### src/rtl/dmem_arbiter_pkg.sv
// Shared encodings for the two-master data-memory arbiter.
package dmem_arbiter_pkg;

   typedef enum logic {
      ST_IDLE = 1'b0,
      ST_BUSY = 1'b1
   } state_e;

   localparam logic M0 = 1'b0;
   localparam logic M1 = 1'b1;

endpackage

### src/rtl/dmem_arbiter_rr_pick2.sv
// Two-way round-robin pick: a lone requester wins, a tie goes to the
// master that was not granted last.
module rr_pick2
   import dmem_arbiter_pkg::*;
(
   input  logic [1:0] req,
   input  logic       rr,
   output logic       winner,
   output logic       any
);

   // Winner select; rr names the last-granted master
   always_comb begin
      any    = |req;
      winner = M0;
      if (req == 2'b11) begin
         winner = ~rr;
      end else if (req[1]) begin
         winner = M1;
      end
   end

endmodule

### src/rtl/dmem_arbiter.sv
// Data-memory arbiter: two masters share one single-port memory, one word
// per cycle, with round-robin fairness and bounded locked bursts.
//
// state | meaning
// IDLE  | no grant this cycle, memory outputs parked at 0
// BUSY  | owner holds the memory this cycle (one word transfer)
module dmem_arbiter
   import dmem_arbiter_pkg::*;
#(
   parameter int AW        = 10,
   parameter int DW        = 32,
   parameter int BURST_MAX = 4
) (
   input  logic          clk,
   input  logic          rst_n,
   input  logic          m0_req,
   input  logic          m0_we,
   input  logic          m0_lock,
   input  logic [AW-1:0] m0_addr,
   input  logic [DW-1:0] m0_wdata,
   input  logic          m1_req,
   input  logic          m1_we,
   input  logic          m1_lock,
   input  logic [AW-1:0] m1_addr,
   input  logic [DW-1:0] m1_wdata,
   output logic          m0_gnt,
   output logic          m1_gnt,
   output logic          m0_rvalid,
   output logic          m1_rvalid,
   output logic [DW-1:0] rdata,
   output logic          mem_cs,
   output logic          mem_w,
   output logic          mem_r,
   output logic [AW-1:0] mem_addr,
   output logic [DW-1:0] mem_wdata,
   input  logic [DW-1:0] mem_rdata
);

   // Last burst index; BURST_MAX is limited to 1..16 so this fits cnt.
   localparam logic [3:0] CNT_LAST = 4'(BURST_MAX - 1);

   state_e        state_q, state_d;
   logic          owner_q, owner_d;
   logic          rr_q, rr_d;
   logic [3:0]    cnt_q, cnt_d;
   logic [DW-1:0] rdata_q, rdata_d;
   logic [1:0]    rvalid_q, rvalid_d;

   logic          busy;
   logic          own_req;
   logic          own_we;
   logic          own_lock;
   logic          keep;
   logic          pick_winner;
   logic          pick_any;

   rr_pick2 u_pick (
      .req    ({m1_req, m0_req}),
      .rr     (rr_q),
      .winner (pick_winner),
      .any    (pick_any)
   );

   // Owner view, grants and memory drive; everything parks at 0 when idle
   always_comb begin
      busy      = (state_q == ST_BUSY);
      own_req   = (owner_q == M1) ? m1_req  : m0_req;
      own_we    = (owner_q == M1) ? m1_we   : m0_we;
      own_lock  = (owner_q == M1) ? m1_lock : m0_lock;
      m0_gnt    = busy && (owner_q == M0);
      m1_gnt    = busy && (owner_q == M1);
      mem_cs    = busy;
      mem_w     = busy && own_we;
      mem_r     = busy && !own_we;
      mem_addr  = '0;
      mem_wdata = '0;
      if (busy) begin
         mem_addr  = (owner_q == M1) ? m1_addr  : m0_addr;
         mem_wdata = (owner_q == M1) ? m1_wdata : m0_wdata;
      end
   end

   // Next state: continue a locked burst, else re-arbitrate, else go idle
   always_comb begin
      state_d  = state_q;
      owner_d  = owner_q;
      rr_d     = rr_q;
      cnt_d    = cnt_q;
      rdata_d  = rdata_q;
      rvalid_d = '0;
      keep     = busy && own_req && own_lock && (cnt_q < CNT_LAST);

      if (keep) begin
         cnt_d = cnt_q + 4'd1;
      end else if (pick_any) begin
         state_d = ST_BUSY;
         owner_d = pick_winner;
         rr_d    = pick_winner;
         cnt_d   = '0;
      end else begin
         state_d = ST_IDLE;
         cnt_d   = '0;
      end

      // A read granted this cycle returns its word on the next one
      if (busy && !own_we) begin
         rdata_d           = mem_rdata;
         rvalid_d[owner_q] = 1'b1;
      end
   end

   // State registers; rr resets to M1 so m0 wins the first tie
   always_ff @(posedge clk or negedge rst_n) begin
      if (!rst_n) begin
         state_q  <= ST_IDLE;
         owner_q  <= M0;
         rr_q     <= M1;
         cnt_q    <= '0;
         rdata_q  <= '0;
         rvalid_q <= '0;
      end else begin
         state_q  <= state_d;
         owner_q  <= owner_d;
         rr_q     <= rr_d;
         cnt_q    <= cnt_d;
         rdata_q  <= rdata_d;
         rvalid_q <= rvalid_d;
      end
   end

   assign rdata     = rdata_q;
   assign m0_rvalid = rvalid_q[0];
   assign m1_rvalid = rvalid_q[1];

endmodule

### config.mk
export PLATFORM = sky130hd
export DESIGN_NAME = dmem_arbiter
export DESIGN_NICKNAME = d
export VERILOG_FILES = /design/src/rtl/dmem_arbiter_pkg.sv /design/src/rtl/dmem_arbiter_rr_pick2.sv /design/src/rtl/dmem_arbiter.sv
export SDC_FILE = /design/constraint.sdc
export NUM_CORES = 1
export LEC_CHECK = 0
export ABC_AREA = 1
export ABC_CLOCK_PERIOD_IN_PS = 3620
export CAP_MARGIN = 0
export CORE_MARGIN = 8
export CORE_UTILIZATION = 33
export CTS_CLUSTER_SIZE = 28
export DETAILED_ROUTE_END_ITERATION = 6
export PLACE_DENSITY = 0.87
export SLEW_MARGIN = 20
export SYNTH_ARGS = -nofsm -noshare
export SYNTH_HDL_FRONTEND = slang
export SYNTH_SLANG_ARGS = --single-unit
### constraint.sdc
create_clock -name clk -period 3.62 [get_ports clk]
set_clock_uncertainty 0.15 [all_clocks]
set_input_delay 0.543 -clock clk [delete_from_list [all_inputs] [get_ports clk]]
set_output_delay 0.543 -clock clk [all_outputs]
set_load 0.01 [all_outputs]
Word-level counts from Yosys, hierarchy flattened
Index checks and enable logic that the tools add are counted.
{"block": "op_classes", "n_eq_ne": 1, "bitwise": 3, "mux": 14, "n_lt_le_gt_ge": 3, "add_sub_neg": 1, "n_reduce_logical": 11}
{"operator": "$mux 32", "count": 2}
{"operator": "$mux 10", "count": 2}
{"operator": "$logic_and 1x1->1", "count": 8}
{"operator": "$mux 1", "count": 7}
{"operator": "$add 4x1->4 const B", "count": 1}
{"operator": "$lt 4x2->1 const B", "count": 1}
{"operator": "$mux 4", "count": 1}
{"operator": "$not 1->1", "count": 3}
{"operator": "$eq 2x2->1 const B", "count": 1}
{"operator": "$lt 1x2->1 const B", "count": 1}
{"operator": "$mux 2", "count": 1}
{"operator": "$reduce_and 2->1", "count": 1}
{"operator": "$reduce_or 2->1", "count": 1}
{"operator": "$demux 1 s1", "count": 1}
{"operator": "$ge 1x1->1 const B", "count": 1}
{"operator": "$logic_not 1->1", "count": 1}
{"block": "totals", "out_inout_bits": 81, "wordCells": 39, "regBits": 41}

Logic depth before layout (Yosys ltp)
Gate-level depths: netlist of run 1.
{"block": "depth", "depth_word": 6, "depth_mapped": 8}

Hierarchy
A second synthesis of run 1 with hierarchy kept.
{"block": "unflattened", "hier_cells": 236, "hier_area_um2": 2107.0}
{"module": "dmem_arbiter", "cells_per_inst": 233, "area_each_um2": 2092.0, "n_inst": 1}
{"module": "rr_pick2", "cells_per_inst": 3, "area_each_um2": 15.0, "n_inst": 1}

Worst setup path before layout of run 1
No wires, ideal clock.
{"block": "synth_path", "kind": "reg2out", "from": "register state_q, in the netlist mem_cs", "to": "output mem_wdata[22]", "slack_ps": 1816, "path_stages_with_launch": 6, "t_arrival_ps": 1111, "t_required_ps": 2927, "path_buffers": 2, "cell_sequence": "dfrtp_1 > buf_6 > inv_2 > nor2_8 > buf_2 > a22o_1"}
{"block": "synth_via", "elab_chain_cells": 1}
{"element": "start: declaration", "line": "dmem_arbiter.sv:42", "source": "state_e state_q, state_d;"}
{"element": "start signal: assignment", "line": "dmem_arbiter.sv:122", "source": "state_q <= state_d;"}
{"element": "$mux 32", "line": "dmem_arbiter.sv:77", "source": "if (busy) begin"}
{"element": "end: declaration", "line": "dmem_arbiter.sv:35", "source": "output logic [DW-1:0] mem_wdata,"}
No other way between the ends.

Final worst setup path of run 1
{"block": "layout_path", "from": "register owner_q", "to": "output mem_wdata[23]"}
{"block": "layout_via", "elab_chain_cells": 2}
{"element": "start: declaration", "line": "dmem_arbiter.sv:43", "source": "logic owner_q, owner_d;"}
{"element": "start signal: assignment", "line": "dmem_arbiter.sv:123", "source": "owner_q <= owner_d;"}
{"element": "$mux 32", "line": "dmem_arbiter.sv:79", "source": "mem_wdata = (owner_q == M1) ? m1_wdata : m0_wdata;"}
{"element": "$mux 32", "line": "dmem_arbiter.sv:77"}
No other way between the ends.

==> qor.txt, run 1 <==
GRT Overall Usage: 0.205
Routed wire length: 10,100 um
Avg Cell Area, Syn: 9.26 sq um
Max FO, Critical Path: 43
Multi-input gate area: 967 sq um
N_diodes: 0
Hold crit path type: input port to asynchronous set/reset pin
Worst-case clock buffer depth: 2
Critical path class: flop to output pin
Initial core utilization: 0.343
Initial antenna violation count: 0
GR Overflow Total: 0
Min Tclk post-route: 3.18 ns
Height of the die: 97.2 um
Worst-margin pin slew: 0.904 ns
Setup Fix Bufs, Post-CTS: 0
DR vias/cell: 5.02
P_leak: 1.94 nW
Clk slew on worst S/H paths: 0.08 ns
Critical path's top delay family: buffers and inverters
TritonRoute pass-1 iters: 5
CP startpoint kind: flop
Top post-synthesis cells by area: dfrtp_1 46%, a22o_1 17%, nand2_1 13%
Yosys top cell area share: 0.460
CTS tree: built
Final Net Count: 555
Top Metal Used: met4
# setup viols final: 0
Row count: 29
Setup crit end kind: output pin
Num ports: 205
Fill cell count: 528
Post-DRT Antenna Nets: 0
RSZ-0062 raised after global routing: no
DRC errors left: 0
Hold buffers post-CTS: 0
WP buf/inv: 2
Met2 Routed Length: 5270 um
Relative slew slack: 0.397
Worst-skew pair later-pin latency: 0.28 ns
Hold Vio Cnt, Final: 0
F_max: 315 MHz
Worst R2R Path Depth: 6
Core area: 6350 sq um
Worst Path Arrival: 2.49 ns
CTS Sinks: 41
Final period utilization: 0.878
WP data required: 2.93 ns
Max stage delay on crit path: 0.70 ns
Clock buffer count from CTS: 5
Cells along the critical path: nand2_1, inv_2, a22o_1, clkdlybuf4s50_1
Iteration-0 DRC Markers: 86
P per Cell Area: 387 nW/um^2
Area growth, synth to finish: 96.1%
Ys Warns: 0
Post-Synthesis Cells: 235
WL met1: 3670 um
Vias in the first global route: 2,640
Post-Layout Cell Count: 507
I/O Buffers: 204
Status: finished, final reports clean
Die Area: 9450 sq um
Total number of vias: 2,544
Post-CTS sizing: 0
Largest net degree at the start of global routing: 44
R2R Setup Slk: 1.81 ns
Routed WL per cell: 19.9 um
Most common cell after layout, fill and taps aside: clkdlybuf4s50_1
MaxCap Viol Count: 0
Share of cells above drive strength 1: 0.0442
Met3 wire len: 872 um
Terminus of the critical flop-to-flop path: rdata[24]$_DFFE_PN0P_
Post-Place Cells: 500
Most frequent cells in the layout: 203 x clkdlybuf4s50_1, 76 x nand2_1, 42 x a22o_1
Worst reg2reg path startpoint: owner_q$_DFFE_PN0P_
Area leader, netlist: dfrtp_1
Slowest CP cell: dfrtp_1
Htree depth: 2
Pins Over Slew Limit: 0
Max IR drop VDD: 0.329 mV
Sequential element share of the synthesized area: 0.472
Register bit total from synthesis: 41
Setup TNS: 0 ns
DP Wirelength: 8150 um
Die Width: 97.2 um
Distinct cells, synth: 18
First-pass GRT wire length: 15,400 um
Worst hold margin: 0.230 ns
Cell Area, Synth: 2180 sq um
Tot Pwr: 1.65 mW
Gpl congestion: 0.859
Clk root buf: clkbuf_8
Register area: 1030 sq um
-- worst max path at each step --
| stage | cells after the start | slack (ns) | endpoint | start |
|---|---|---|---|---|
| floorplan | 5 | 1.82 | mem_wdata[22] | mem_cs$_DFFE_PN0N_ |
| global placement | 4 | 0.74 | mem_addr[9] | owner_q$_DFFE_PN0P_ |
| detailed placement | 4 | 0.74 | mem_wdata[15] | owner_q$_DFFE_PN0P_ |
| CTS | 4 | 0.41 | mem_wdata[15] | owner_q$_DFFE_PN0P_ |
| global route | 4 | 0.26 | mem_wdata[11] | owner_q$_DFFE_PN0P_ |
| finish | 4 | 0.44 | mem_wdata[23] | owner_q$_DFFE_PN0P_ |
-- synthesized netlist by cell type --
cell type / instances
a211oi_1: 1
a22o_1: 42
buf_2: 10
buf_6: 9
conb_1: 1
dfrtp_1: 40
dfstp_2: 1
ha_1: 1
inv_1: 7
inv_2: 2
nand2_1: 76
nand2_4: 1
nand2_8: 1
nand3_1: 36
nand3_4: 1
nor2_1: 3
nor2_8: 2
or2_2: 1
-- final cells by class --
cell class / instances / area share
Clock buffer: 6 / 0.0194
Clock inverter: 1 / 0.00176
Inverter: 9 / 0.00792
Multi-Input combinational cell: 167 / 0.227
Sequential cell: 41 / 0.241
Tap cell: 77 / 0.0226
Timing Repair Buffer: 206 / 0.481
-- power by group --
group | leakage [nW] | switching (mW) | internal, mW
sequential | 0.504 | 0.0512 | 0.541
clock | 0.0433 | 0.147 | 0.151
combinational | 1.39 | 0.312 | 0.449
total | 1.94 | 0.511 | 1.14
-- stage by stage --
stage | area, sq um | worst slack, ns | util
detailed placement | 4180 | 0.736 | 0.658
floorplan | 2180 | 1.82 | -
global route | 4270 | 0.261 | 0.672
finish | 4270 | 0.441 | 0.672
global placement | 4180 | 0.744 | 0.658
CTS | 4270 | 0.412 | 0.672
-- registers in the layout (all words and copies together) (netlist names) --
signal    count
rr_q          1
mem_cs        1
cnt_q         4
owner_q       1
rvalid_q      2
rdata        32
-- logic make-up after synthesis --
| logic type | count (synthesis) | share of synthesized area |
|---|---|---|
| fa+ha+maj | 1 | 0.00575 |
| other cells | 1 | 0.00172 |
| buf+inv | 28 | 0.0851 |
| simple gates | 121 | 0.263 |
| flops | 41 | 0.472 |
| compound gates | 43 | 0.173 |
-- per-layer routing --
layer,vias up,global-route usage
li1,1191,-
met4,0,0.0781
met5,-,0
met3,18,0.0683
met1,1190,0.215
met2,145,0.370
No activity file was read; power rests on OpenSTA's default activity.
==> run 2, diff against run 1 <==
--- a/config.mk
+++ b/config.mk
@@ -10,6 +10,7 @@
 export CAP_MARGIN = 0
 export CORE_MARGIN = 8
 export CORE_UTILIZATION = 33
+export CTS_CLUSTER_DIAMETER = 200
 export CTS_CLUSTER_SIZE = 28
 export DETAILED_ROUTE_END_ITERATION = 6
 export PLACE_DENSITY = 0.87
==> results of run 2 <==
No change in the layout: final DEF, timing and power equal those of run 1.
==> run 3, diff against run 2 <==
--- a/config.mk
+++ b/config.mk
@@ -9,11 +9,11 @@
 export ABC_CLOCK_PERIOD_IN_PS = 3620
 export CAP_MARGIN = 0
 export CORE_MARGIN = 8
-export CORE_UTILIZATION = 33
+export CORE_UTILIZATION = 30
 export CTS_CLUSTER_DIAMETER = 200
 export CTS_CLUSTER_SIZE = 28
 export DETAILED_ROUTE_END_ITERATION = 6
-export PLACE_DENSITY = 0.87
+export PLACE_DENSITY = 0.8
 export SLEW_MARGIN = 20
 export SYNTH_ARGS = -nofsm -noshare
 export SYNTH_HDL_FRONTEND = slang
==> run 3 against run 2 <==
Net effect:
- wire length down 0.84%
- hold slack better by 0.0051 ns
- critical path type unchanged
- final area up 0.26%
- register-to-register slack better by 0.08 ns
- worst setup slack worse by 0.025 ns
- first-iteration DRC count up 20%
- final cell count up 4.3%
- largest power group unchanged
- sequential power about the same
- global-route usage down 1.7 points
- maximum frequency down 0.78%
- non-clock buffer count down 1
- critical path depth unchanged
==> qor.txt, run 3 (same netlist as run 1, synthesis figures left out) <==
Worst-skew pair later-pin latency: 0.28 ns
DP Wirelength: 8070 um
TritonRoute pass-1 iters: 4
Clk slew on worst S/H paths: 0.07 ns
Num ports: 205
Die Area: 10,200 sq um
CTS tree: built
RSZ-0062 raised after global routing: no
GRT Overall Usage: 0.189
Worst R2R Path Depth: 5
Final worst slack: 0.416 ns
Initial core utilization: 0.305
Core area: 7140 sq um
Max FO, Critical Path: 43
Initial antenna violation count: 0
I/O Buffers: 204
Post-DRT Antenna Nets: 0
P_int: 1.12 mW
DRC errors left: 0
Routed wire length: 10,000 um
Worst-case clock buffer depth: 2
Gpl congestion: 0.915
Max stage delay on crit path: 0.71 ns
Switch Pwr: 0.505 mW
First-pass GRT wire length: 15,000 um
Sequential power share: 0.365
Height of the die: 101 um
Relative slew slack: 0.400
Fill cell count: 652
Hold crit path type: input port to asynchronous set/reset pin
CP startpoint kind: flop
Most frequent cells in the layout: 203 x clkdlybuf4s50_1, 76 x nand2_1, 42 x a22o_1
CTS Sinks: 41
# setup viols final: 0
Total number of vias: 2,499
Setup TNS: 0 ns
WP buf/inv: 2
Min Tclk post-route: 3.20 ns
Place WS: 0.583 ns
MaxCap Viol Count: 0
Final Net Count: 554
R2R Setup Slk: 1.89 ns
CP Depth: 4
Critical path's top delay family: buffers and inverters
DR vias/cell: 4.72
Switching part of the total: 0.310
Share of cells above drive strength 1: 0.0395
Largest net degree at the start of global routing: 44
Combinational Power Share: 0.465
Pins Over Slew Limit: 0
Htree depth: 2
Vias in the first global route: 2,606
Post-CTS sizing: 0
Worst Path Arrival: 2.51 ns
Number of flip-flops in the largest register: 32
Critical path class: flop to output pin
Clk root buf: clkbuf_8
Worst hold margin: 0.235 ns
Iteration-0 DRC Markers: 103
Hold Vio Cnt, Final: 0
Clock network power share: 0.170
Area growth, synth to finish: 96.6%
Max IR drop VDD: 0.255 mV
Final period utilization: 0.885
Terminus of the critical flop-to-flop path: rdata[15]$_DFFE_PN0P_
Post-Place Cells: 521
P per Cell Area: 381 nW/um^2
Hold buffers post-CTS: 0
Setup crit end kind: output pin
Post-Layout Cell Count: 529
Row count: 31
Setup Fix Bufs, Post-CTS: 0
Clock buffer count from CTS: 5
F_max: 312 MHz
GR Overflow Total: 0
Worst-margin pin slew: 0.900 ns
Cells along the critical path: nand2_1, inv_2, a22o_1, clkdlybuf4s50_1
Routed WL per cell: 18.9 um
Die Width: 101 um
Most common cell after layout, fill and taps aside: clkdlybuf4s50_1
Worst reg2reg path startpoint: owner_q$_DFFE_PN0P_
Status: finished, final reports clean
P_leak: 1.94 nW
WP data required: 2.93 ns
Slowest CP cell: dfrtp_1
N_diodes: 0
==> run 3: cell types whose count changed in the layout (fill, tap and decap cells not counted), sizes merged <==
cell / change
buf: -1
clkbuf: +1
clkinv: +1
clkinvlp: -1
==> run 3: cell type report <==
class / count / area (sq um) / share of cell area
inverter: 9 / 33.8 / 0.00790
clock inverter: 1 / 5.00 / 0.00117
multi-input combinational: 167 / 967 / 0.226
clock buffer: 7 / 76.3 / 0.0178
sequential: 41 / 1030 / 0.240
tap: 99 / 124 / 0.0290
timing repair buffer: 205 / 2040 / 0.478
==> run 3: worst max path at each step <==
stage / startpoint / endpoint / slack (ns)
2_1_floorplan: mem_cs$_DFFE_PN0N_ / mem_wdata[22] / 1.82
3_3_place_gp: m0_we / mem_r / 0.57
3_5_place_dp: m0_we / mem_r / 0.58
4_1_cts: owner_q$_DFFE_PN0P_ / mem_wdata[15] / 0.40
5_1_grt: owner_q$_DFFE_PN0P_ / mem_addr[0] / 0.27
6_report: owner_q$_DFFE_PN0P_ / mem_wdata[15] / 0.42
==> run 3: routing by layer <==
layer | global-route usage | wire length [um]
met5 | 0 | 0
met3 | 0.0770 | 1130
met4 | 0.0722 | 263
met2 | 0.336 | 5090
met1 | 0.193 | 3530
==> run 3: through the flow <==
stage | util | instance area [sq um] | power (mW)
2_1_floorplan | - | 2180 | 0.900
3_3_place_gp | 0.588 | 4200 | 1.36
3_5_place_dp | 0.588 | 4200 | 1.37
4_1_cts | 0.599 | 4280 | 1.66
5_1_grt | 0.599 | 4280 | 1.73
6_report | 0.599 | 4280 | 1.63
==> run 3: power groups by stage <==
stage	sequential (mW)	combinational [mW]	clock, mW
3_3_place_gp	0.600	0.755	0
4_1_cts	0.596	0.769	0.292
2_1_floorplan	0.629	0.271	0
3_5_place_dp	0.603	0.766	0
5_1_grt	0.606	0.813	0.307
6_report	0.595	0.758	0.276
==> run 3: worst reg2reg max path, cell delays in order (launching register included) <==
cell and delay, ns:
dfrtp_1 0.71, nor2_8 0.10, nand2_8 0.20, nand2_4 0.25
nand2_1 0.14, nand2_1 0.06
